**config.mk**
```make
export PLATFORM = sky130hd
export DESIGN_NAME = ccff_chain_loader_flat
export DESIGN_NICKNAME = d
export VERILOG_FILES = /design/src/rtl/ccff_chain_loader_pkg.sv /design/src/rtl/ccff_chain_loader_if.sv /design/src/rtl/ccff_crc16_serial.sv /design/src/rtl/ccff_chain_loader.sv /design/src/flat_wrapper.sv
export SDC_FILE = /design/constraint.sdc
export NUM_CORES = 1
export LEC_CHECK = 0
export CAP_MARGIN = 20
export CORE_MARGIN = 2
export CORE_UTILIZATION = 45
export CTS_BUF_LIST = sky130_fd_sc_hd__clkbuf_2
export CTS_CLUSTER_SIZE = 24
export DETAILED_ROUTE_END_ITERATION = 6
export GPL_ROUTABILITY_DRIVEN = 0
export GPL_TIMING_DRIVEN = 0
export PLACE_DENSITY = 0.67
export SETUP_SLACK_MARGIN = 0.15
export SLEW_MARGIN = 20
export SYNTH_ARGS = -nofsm -noshare
export SYNTH_HDL_FRONTEND = slang
export SYNTH_SLANG_ARGS = --single-unit
```
**constraint.sdc**
```tcl
create_clock -name prog_clk -period 2.2 [get_ports prog_clk]
set_input_delay 0.44 -clock prog_clk [delete_from_list [all_inputs] [get_ports prog_clk]]
set_output_delay 0.44 -clock prog_clk [all_outputs]
set_load 0.03 [all_outputs]
```
**src/rtl/ccff_chain_loader_pkg.sv**
```systemverilog
// Shared types and CRC-16-CCITT constants for the ccff chain loader.
// The serial CRC step lives here so both CRC instances use one definition.
package ccff_loader_pkg;

  typedef enum logic [1:0] {
    IDLE  = 2'd0,
    LOAD  = 2'd1,
    CHECK = 2'd2,
    CMP   = 2'd3
  } state_t;

  localparam logic [15:0] CRC16_POLY = 16'h1021;
  localparam logic [15:0] CRC16_INIT = 16'hFFFF;

  // One serial step: MSB-first, no reflection, no final XOR.
  function automatic logic [15:0] crc16_next(input logic [15:0] crc, input logic din);
    logic fb;
    fb = crc[15] ^ din;
    return {crc[14:0], 1'b0} ^ (fb ? CRC16_POLY : 16'h0000);
  endfunction

endpackage

```
**src/rtl/ccff_chain_loader_if.sv**
```systemverilog
// Configuration stream and serial chain signals between the bitstream side
// (source plus ccff chain) and the loader.
interface ccff_chain_loader_if #(
  parameter int WORD_W = 32
);
  logic [WORD_W-1:0] cfg_data;
  logic              cfg_valid;
  logic              cfg_ready;
  logic              ccff_head;
  logic              ccff_tail;
  logic              shift_en;

  // Bitstream source and chain side.
  modport master (
    output cfg_data,
    output cfg_valid,
    output ccff_tail,
    input  cfg_ready,
    input  ccff_head,
    input  shift_en
  );

  // Loader side.
  modport slave (
    input  cfg_data,
    input  cfg_valid,
    input  ccff_tail,
    output cfg_ready,
    output ccff_head,
    output shift_en
  );
endinterface

```
**src/rtl/ccff_crc16_serial.sv**
```systemverilog
// Bit-serial CRC-16-CCITT accumulator; clr has priority and reloads the seed.
module ccff_crc16_serial
  import ccff_loader_pkg::*;
(
  input  logic        prog_clk,
  input  logic        clr,
  input  logic        en,
  input  logic        din,
  output logic [15:0] crc
);

  // NOTE: sequential state is written with non-blocking assignments only, so
  // every flop samples pre-edge values regardless of process ordering.
  always_ff @(posedge prog_clk) begin
    if (clr) begin
      crc <= CRC16_INIT;
    end else if (en) begin
      crc <= crc16_next(crc, din);
    end
  end

endmodule

```
**src/rtl/ccff_chain_loader.sv**
```systemverilog
// Loads a ccff chain serially from a word stream, then recirculates it once
// and compares CRCs of the loaded and read-back bit sequences.
module ccff_chain_loader
  import ccff_loader_pkg::*;
#(
  parameter int CHAIN_LEN = 52,
  parameter int WORD_W    = 32,
  parameter int CNT_W     = $clog2(CHAIN_LEN + 1)
) (
  input  logic                 prog_clk,
  input  logic                 pReset,
  input  logic                 start,
  ccff_chain_loader_if.slave   cfg,
  output logic                 busy,
  output logic                 done,
  output logic                 pass,
  output logic [CNT_W-1:0]     bit_count
);

  localparam int               REM_W    = $clog2(WORD_W + 1);
  localparam logic [CNT_W-1:0] LAST_BIT = CNT_W'(CHAIN_LEN - 1);
  localparam logic [REM_W-1:0] FULL     = REM_W'(WORD_W);

  state_t            state_q, state_d;
  logic [WORD_W-1:0] word_q, word_d;
  logic [REM_W-1:0]  rem_q, rem_d;     // unshifted bits left in word_q
  logic [CNT_W-1:0]  cnt_q, cnt_d;
  logic              head_q, head_d;
  logic              pass_q, pass_d;

  logic              ready;
  logic              shift;
  logic              head;
  logic              last_shift;
  logic              crc_clr;
  logic              ld_en;
  logic              rb_en;
  logic              match;
  logic [15:0]       crc_ld;
  logic [15:0]       crc_rb;

  assign cfg.cfg_ready = ready;
  assign cfg.shift_en  = shift;
  assign cfg.ccff_head = head;
  assign bit_count     = cnt_q;
  assign match         = (crc_rb == crc_ld);

  ccff_crc16_serial u_crc_loaded (
    .prog_clk (prog_clk),
    .clr      (crc_clr),
    .en       (ld_en),
    .din      (word_q[0]),
    .crc      (crc_ld)
  );

  ccff_crc16_serial u_crc_readback (
    .prog_clk (prog_clk),
    .clr      (crc_clr),
    .en       (rb_en),
    .din      (cfg.ccff_tail),
    .crc      (crc_rb)
  );

  always_ff @(posedge prog_clk) begin
    if (pReset) begin
      state_q <= IDLE;
    end else begin
      state_q <= state_d;
    end
  end

  // NOTE: the word buffer is small, so it is reset along with its occupancy
  // count; only rem_q actually matters for correctness.
  always_ff @(posedge prog_clk) begin
    if (pReset) begin
      word_q <= '0;
      rem_q  <= '0;
      cnt_q  <= '0;
      head_q <= 1'b0;
      pass_q <= 1'b0;
    end else begin
      word_q <= word_d;
      rem_q  <= rem_d;
      cnt_q  <= cnt_d;
      head_q <= head_d;
      pass_q <= pass_d;
    end
  end

  // NOTE: every signal written here gets a default first, so no path through
  // the case statement can leave one unassigned and infer a latch.
  always_comb begin
    state_d    = state_q;
    word_d     = word_q;
    rem_d      = rem_q;
    cnt_d      = cnt_q;
    head_d     = head_q;
    pass_d     = pass_q;
    ready      = 1'b0;
    shift      = 1'b0;
    head       = head_q;
    last_shift = 1'b0;
    busy       = 1'b0;
    done       = 1'b0;
    pass       = pass_q;
    crc_clr    = pReset;
    ld_en      = 1'b0;
    rb_en      = 1'b0;

    case (state_q)
      IDLE: begin
        if (start) begin
          state_d = LOAD;
          cnt_d   = '0;
          rem_d   = '0;
          pass_d  = 1'b0;
          crc_clr = 1'b1;
        end
      end

      LOAD: begin
        busy = 1'b1;
        if (rem_q != '0) begin
          shift      = 1'b1;
          head       = word_q[0];
          head_d     = word_q[0];
          ld_en      = 1'b1;
          word_d     = word_q >> 1;
          rem_d      = rem_q - REM_W'(1);
          cnt_d      = cnt_q + CNT_W'(1);
          last_shift = (cnt_q == LAST_BIT);
        end
        // Refill in the same cycle the last buffered bit leaves, but never
        // take a word once the chain is full.
        ready = !last_shift && ((rem_q == '0) || (rem_q == REM_W'(1)));
        if (cfg.cfg_valid && ready) begin
          word_d = cfg.cfg_data;
          rem_d  = FULL;
        end
        if (last_shift) begin
          state_d = CHECK;
          cnt_d   = '0;
          word_d  = '0;
          rem_d   = '0;
        end
      end

      CHECK: begin
        busy   = 1'b1;
        shift  = 1'b1;
        head   = cfg.ccff_tail;
        head_d = cfg.ccff_tail;
        rb_en  = 1'b1;
        cnt_d  = cnt_q + CNT_W'(1);
        if (cnt_q == LAST_BIT) begin
          state_d = CMP;
        end
      end

      CMP: begin
        busy    = 1'b1;
        done    = 1'b1;
        pass    = match;
        pass_d  = match;
        state_d = IDLE;
      end

      default: begin
        state_d = IDLE;
      end
    endcase
  end

endmodule

```
**src/flat_wrapper.sv**
```systemverilog
// flat-port wrapper written by rule: the top's interface ports become plain ports
module ccff_chain_loader_flat import ccff_loader_pkg::*;
#(
  parameter int CHAIN_LEN = 52,
  parameter int WORD_W    = 32,
  parameter int CNT_W     = $clog2(CHAIN_LEN + 1)
)
  (prog_clk, pReset, start, busy, done, pass, bit_count, cfg_cfg_data, cfg_cfg_valid, cfg_ccff_tail, cfg_cfg_ready, cfg_ccff_head, cfg_shift_en);
  ccff_chain_loader_if #(.WORD_W(WORD_W)) cfg_i ();
  input  logic prog_clk;
  input  logic pReset;
  input  logic start;
  output logic busy;
  output logic done;
  output logic pass;
  output logic [CNT_W-1:0] bit_count;
  input wire logic [$bits(cfg_i.cfg_data)-1:0] cfg_cfg_data;
  input wire logic [$bits(cfg_i.cfg_valid)-1:0] cfg_cfg_valid;
  input wire logic [$bits(cfg_i.ccff_tail)-1:0] cfg_ccff_tail;
  output wire logic [$bits(cfg_i.cfg_ready)-1:0] cfg_cfg_ready;
  output wire logic [$bits(cfg_i.ccff_head)-1:0] cfg_ccff_head;
  output wire logic [$bits(cfg_i.shift_en)-1:0] cfg_shift_en;
  assign cfg_i.cfg_data = cfg_cfg_data;
  assign cfg_i.cfg_valid = cfg_cfg_valid;
  assign cfg_i.ccff_tail = cfg_ccff_tail;
  assign cfg_cfg_ready = cfg_i.cfg_ready;
  assign cfg_ccff_head = cfg_i.ccff_head;
  assign cfg_shift_en = cfg_i.shift_en;
  ccff_chain_loader #(.CHAIN_LEN(CHAIN_LEN), .WORD_W(WORD_W), .CNT_W(CNT_W)) u_core (.prog_clk(prog_clk), .pReset(pReset), .start(start), .cfg(cfg_i), .busy(busy), .done(done), .pass(pass), .bit_count(bit_count));
endmodule
```
### After elaboration in Yosys (flattened, before gate mapping)

Index checks and enable logic that the tools add are counted.

* register bits: 80
* input port bits: 37
* output and inout bits: 12
* word-level logic and storage cells: 75

* add/sub/neg operators: 2
* equal/unequal tests: 11
* mux-type cells: 33
* bitwise operators: 4
* reduce and logical (&&, ||, !) cells: 17

Operator list (number)
* $mux W32: 3
* $mux W6: 6
* $xor A16 B13 Y16: 2
* $mux W13: 2
* $pmux W6 S3: 1
* $eq A16 B16 Y1: 1
* $mux W1: 13
* $pmux W6 S2: 1
* $reduce_and A3 Y1: 3
* $pmux W2 S4: 1
* $add A6 B1 Y6 const B: 1
* $eq A6 B1 Y1 const B: 1
* $eq A6 B6 Y1 const B: 1
* $logic_not A6 Y1: 1
* $mux W2: 3
* $pmux W1 S2: 3
* $reduce_bool A3 Y1: 2
* $reduce_bool A6 Y1: 1
* $sub A6 B1 Y6 const B: 1
* $eq A2 B2 Y1 const B: 2
* $ne A2 B1 Y1 const B: 2
* $ne A4 B1 Y1 const B: 1
* $reduce_and A2 Y1: 2
* $reduce_bool A2 Y1: 2
* 9 further kinds: 11

### Longest topological paths before layout

* depth after elaboration: 9
* depth in mapped cells: 9
* mapped depth without buffers: 7

### Modules after synthesis

Synthesis repeated with hierarchy kept, for this count alone.

* cell total of the unflattened synthesis: 413
* area total of the unflattened synthesis: 3853.7 um^2

Modules (own cells, without submodules)
* ccff_chain_loader: times used 1, cells an instance 301, area each 2567.5 um^2, sequential area each 960.9 um^2
* ccff_crc16_serial: times used 2, cells an instance 56, area each 643.1 um^2, sequential area each 320.3 um^2

### Least setup slack after synthesis

Ideal clock, no wire load.

* kind: register to output
* from: reg u_core.rem_q[5]
* to: out cfg_cfg_ready
* arrival: 1914 ps
* required time: 1760 ps
* setup slack: -154 ps
* cell stages (with the launch flop): 5
* path buffers: 0
* path through: dfxtp_1 > nor4_2 > a211oi_2 > nand2b_1 > nor3_1

* cells in the longest elaborated chain, start to end: 6
* elaborated cells between the ends (all ways): 9
* those cells by class: eq/ne (1); mux (3); reduce/logical (5)

RTL lines
* from (decl): RTL line ccff_chain_loader.sv:26 `logic [REM_W-1:0] rem_q, rem_d;`
* from (signal assigned): RTL line ccff_chain_loader.sv:83 `rem_q <= rem_d;`
* $reduce_bool A6 Y1: RTL line ccff_chain_loader.sv:123 `if (rem_q != '0) begin`
* $mux W1: RTL line ccff_chain_loader.sv:123
* $mux W1: RTL line ccff_chain_loader.sv:110 `case (state_q)`
* $logic_not A1 Y1: RTL line ccff_chain_loader.sv:135 `ready = !last_shift && ((rem_q == '0) || (rem_q == REM_W'(1)));`
* $logic_and A1 B1 Y1 (*): RTL line ccff_chain_loader.sv:135
* $mux W1 (*): RTL line ccff_chain_loader.sv:110
* to (decl): RTL line flat_wrapper.sv:20 `output wire logic [$bits(cfg_i.cfg_ready)-1:0] cfg_cfg_ready;`

Every way passes the cells marked *; elsewhere a longest branch is shown, timed or not. The select of a mux whose other input is x is not followed.

### Worst setup path after layout

* from: reg u_core.rem_q[5]
* to: out cfg_ccff_head

* cells in the longest elaborated chain, start to end: 3

RTL lines
* $reduce_bool A6 Y1: RTL line ccff_chain_loader.sv:123
* $mux W1
* $pmux W1 S2: RTL line ccff_chain_loader.sv:110
* to (decl): RTL line flat_wrapper.sv:21 `output wire logic [$bits(cfg_i.ccff_head)-1:0] cfg_ccff_head;`

No other way between the ends.

==> results.json <==
{
  "dr.first_iter.drc_count": 155,
  "wl_per_cell_um": 16.42,
  "overflow": 0,
  "ant_nets": 0,
  "diodes": 0,
  "max_freq_mhz": 409.9,
  "seq_area_sq_um": 1630,
  "postSynthCellCount": 437,
  "clock_path_buffers": 2,
  "grt_usage": 0.2081,
  "r2r_end": "u_core.word_q[15]",
  "criticalPathCategory": "flop to output port",
  "cts_sinks": 80,
  "die_h_um": 99.34,
  "reg2regPathDepth": 11,
  "ir_drop_uv": 478.6,
  "fin_skew_ns": 0.03077,
  "violations": "setup timing",
  "status": "complete, but fails checks",
  "p_int_uw": 3946,
  "drv_slew": 0,
  "grt_pass1_vias": 3440,
  "synthArstFlopShare": 0,
  "hold_path_depth": 2,
  "layout-drive-gt1-share": 0.3655,
  "drv_cap": 0,
  "worstPathCellList": "or4_4, buf_8, o21ai_2, nand2_1, nand3_2, buf_6",
  "pwr-share-clk": 0.131,
  "antenna_found_initial": 0,
  "final_cell_mix": "84 x nand2_1, 63 x dfxtp_1, 36 x clkdlybuf4s50_1",
  "hpwlAfterDp_um": 6453,
  "dieArea_sq_um": 9867,
  "reg2reg_slack_ns": -0.05,
  "insertion_delay_ns": 0.52,
  "grt_max_degree": 14,
  "seq_power_share": 0.280,
  "ys_seq_area_frac": 0.3916,
  "io_pins": 49,
  "slew-limit-headroom": 0.5076,
  "hold_class": "flop to flop",
  "end_kind": "output port",
  "syn_to_final_growth_pct": 35.58,
  "rsz0062_at_grt": "yes",
  "syn_area_sq_um": 4090,
  "wirelength_um": 10630,
  "min_to": "u_core.word_q[28]",
  "cp_top_family": "simple AND/OR/NAND/NOR gates",
  "hold_viol_final": 0,
  "cp.buffers_inverters": 2,
  "setup_viol": 14,
  "fp.dieW_um": 99.34,
  "core.rowCount": 34,
  "power_density_nw_per_um2": 1235,
  "core_sq_um": 8763,
  "cp-start-kind": "flop",
  "hold_start": "u_core.word_q[28]",
  "critPathMaxFanout": 3,
  "worst_r2r_startpoint": "u_core.rem_q[5]",
  "cp.arrival_ns": 2.00,
  "required_ns": 1.76,
  "multi_input_area_sq_um": 2454,
  "period_minus_slack_ns": 2.439,
  "ys_warn_count": 0,
  "ctsHoldBuffers": 0,
  "viasPerCell": 5.567,
  "synth_enable_flop_cells": 0,
  "synth_top_flop_cell": "dfxtp_1",
  "vias": 3602,
  "synth_seq_cells": 80,
  "slowest_delay_ns": 0.55,
  "setup_tns_ns": -1.076,
  "cts_root_buf": "clkbuf_2",
  "dp_worst_setup_slack_ns": -0.8980,
  "p_comb_frac": 0.588,
  "post-route-period-util": 1.109,
  "switchingPower_uw": 2899,
  "holdWs_ns": 0.4937,
  "port_buffers": 48,
  "slowest_stage": "or4_4",
  "start_util": 0.4667,
  "cts_tree": "built",
  "final_common_cell": "nand2_1",
  "switching_share": 0.4235,
  "synth_cell_types": 52,
  "grt_pass1_wl_um": 16740,
  "first_pass_iters": 4,
  "fin_nets": 581,
  "synthesis.nets": 483,
  "fill_cells": 720,
  "drc": 0,
  "htreeDepth": 3,
  "path_clk_slew_ns": 0.21,
  "setup_ws_ns": -0.2394,
  "p_leak_uw": 0.001966,
  "cts_made_buffers": 9,
  "tightest_slew_ns": 0.7386,
  "synth.avg_cell_area_sq_um": 9.360
}
-- cells in the mapped netlist (2+ instances only) --
master	n	area, sq um
o221ai_2	30	450.4
nand2_1	95	356.6
o211ai_1	2	15.01
nor3_1	7	35.03
dfxtp_1	80	1602
xor2_1	17	148.9
o41ai_1	2	17.52
nor2b_1	2	12.51
inv_1	9	33.78
clkbuf_1	11	41.29
nand3_1	29	145.1
o21ai_0	7	35.03
o31ai_4	2	42.54
a31oi_1	4	25.02
a22oi_1	3	22.52
buf_2	2	10.01
nor4_1	5	31.28
ha_1	9	112.6
mux2i_1	16	160.2
nor2_1	15	56.30
clkbuf_4	3	22.52
buf_1	3	11.26
a32oi_1	2	17.52
a21oi_2	31	271.5
buf_6	7	78.83
nand2b_1	2	12.51
a21oi_1	10	50.05
xnor2_1	5	43.79
nand3b_1	2	15.01
buf_4	3	22.52
-- worst register-to-register path, stage by stage (launching register included) --
cell	delay [ns]
dfxtp_4	0.40
or4_4	0.55
buf_8	0.15
buf_6	0.12
buf_6	0.12
o31ai_4	0.20
buf_6	0.14
nor2_4	0.08
buf_12	0.15
buf_16	0.12
o221ai_2	0.07
a21oi_2	0.08
-- metrics by stage --
step                      power (uW)    util  cell area, sq um  std cells
after floorplan                 4028       -              4096        437
after global placement          4614  0.5377              4712        593
after detailed placement        4679  0.5377              4712        593
after CTS                       6269  0.6009              5266        632
after global routing            7243  0.6328              5545        647
final                           6846  0.6328              5545        647
-- cell families (layout without fill, tap and decap cells) --
kind of cell,count (synthesis),after routing,share of synthesized area
multiplexers,17,17,0.04191
XOR/XNOR,22,22,0.04711
AND/OR/NAND/NOR,167,167,0.1835
adder cells (fa/ha/maj),9,9,0.02753
AO/OA/AOI/OAI,104,104,0.2545
buffers and inverters,38,140,0.05384
flip-flops,80,80,0.3916
-- power groups by stage --
stage                     combinational, uW  sequential (uW)  clock (uW)
after floorplan                        2150             1880           0
after global placement                 2700             1910           0
after detailed placement               2760             1920           0
after CTS                              3450             1910         917
after global routing                   4310             1950         981
final                                  4030             1920         900
-- how the worst max path moves through the flow --
stage	depth (start not counted)	slack, ns	startpoint	endpoint
after global placement	8	-0.83	u_core.state_q[1]	cfg_shift_en
after floorplan	7	0.07	u_core.state_q[1]	cfg_shift_en
after CTS	6	-0.26	u_core.rem_q[4]	cfg_ccff_head
after global routing	7	-0.35	u_core.rem_q[0]	cfg_ccff_head
final	6	-0.24	u_core.rem_q[5]	cfg_ccff_head
after detailed placement	8	-0.90	u_core.state_q[1]	cfg_shift_en
-- metal layers --
layer	track usage	up-vias	share of wire
met5	0	-	0
met4	0.08008	0	0.021
met3	0.02952	23	0.034
met2	0.3503	80	0.50
met1	0.2702	1740	0.44
li1	-	1759	-
-- layout make-up --
| class | count | area share |
|---|---|---|
| Inverter | 9 | 0.006543 |
| Tap cell | 108 | 0.02437 |
| Clock buffer | 10 | 0.009025 |
| Clock inverter | 5 | 0.01467 |
| Multi-Input combinational cell | 319 | 0.4425 |
| Timing Repair Buffer | 87 | 0.1647 |
| Buffer | 29 | 0.04422 |
| Sequential cell | 80 | 0.2940 |
-- sequential cells by signal (all words and copies together), names as in the netlist --
register	count
u_core.bit_count	6
u_core.head_q	1
u_core.pass_q	1
u_core.rem_q	6
u_core.state_q	2
u_core.u_crc_loaded.crc	16
u_core.u_crc_readback.crc	16
u_core.word_q	32
-- timing repair --
action | CTS | global route
setup buffers | 20 | 13
pin swaps | 41 | 16
gates resized for setup | 96 | 38
cloned | 4 | 2
endpoints found under the setup margin | 52 | 60
Note: power is estimated with default switching activity, not from simulation.
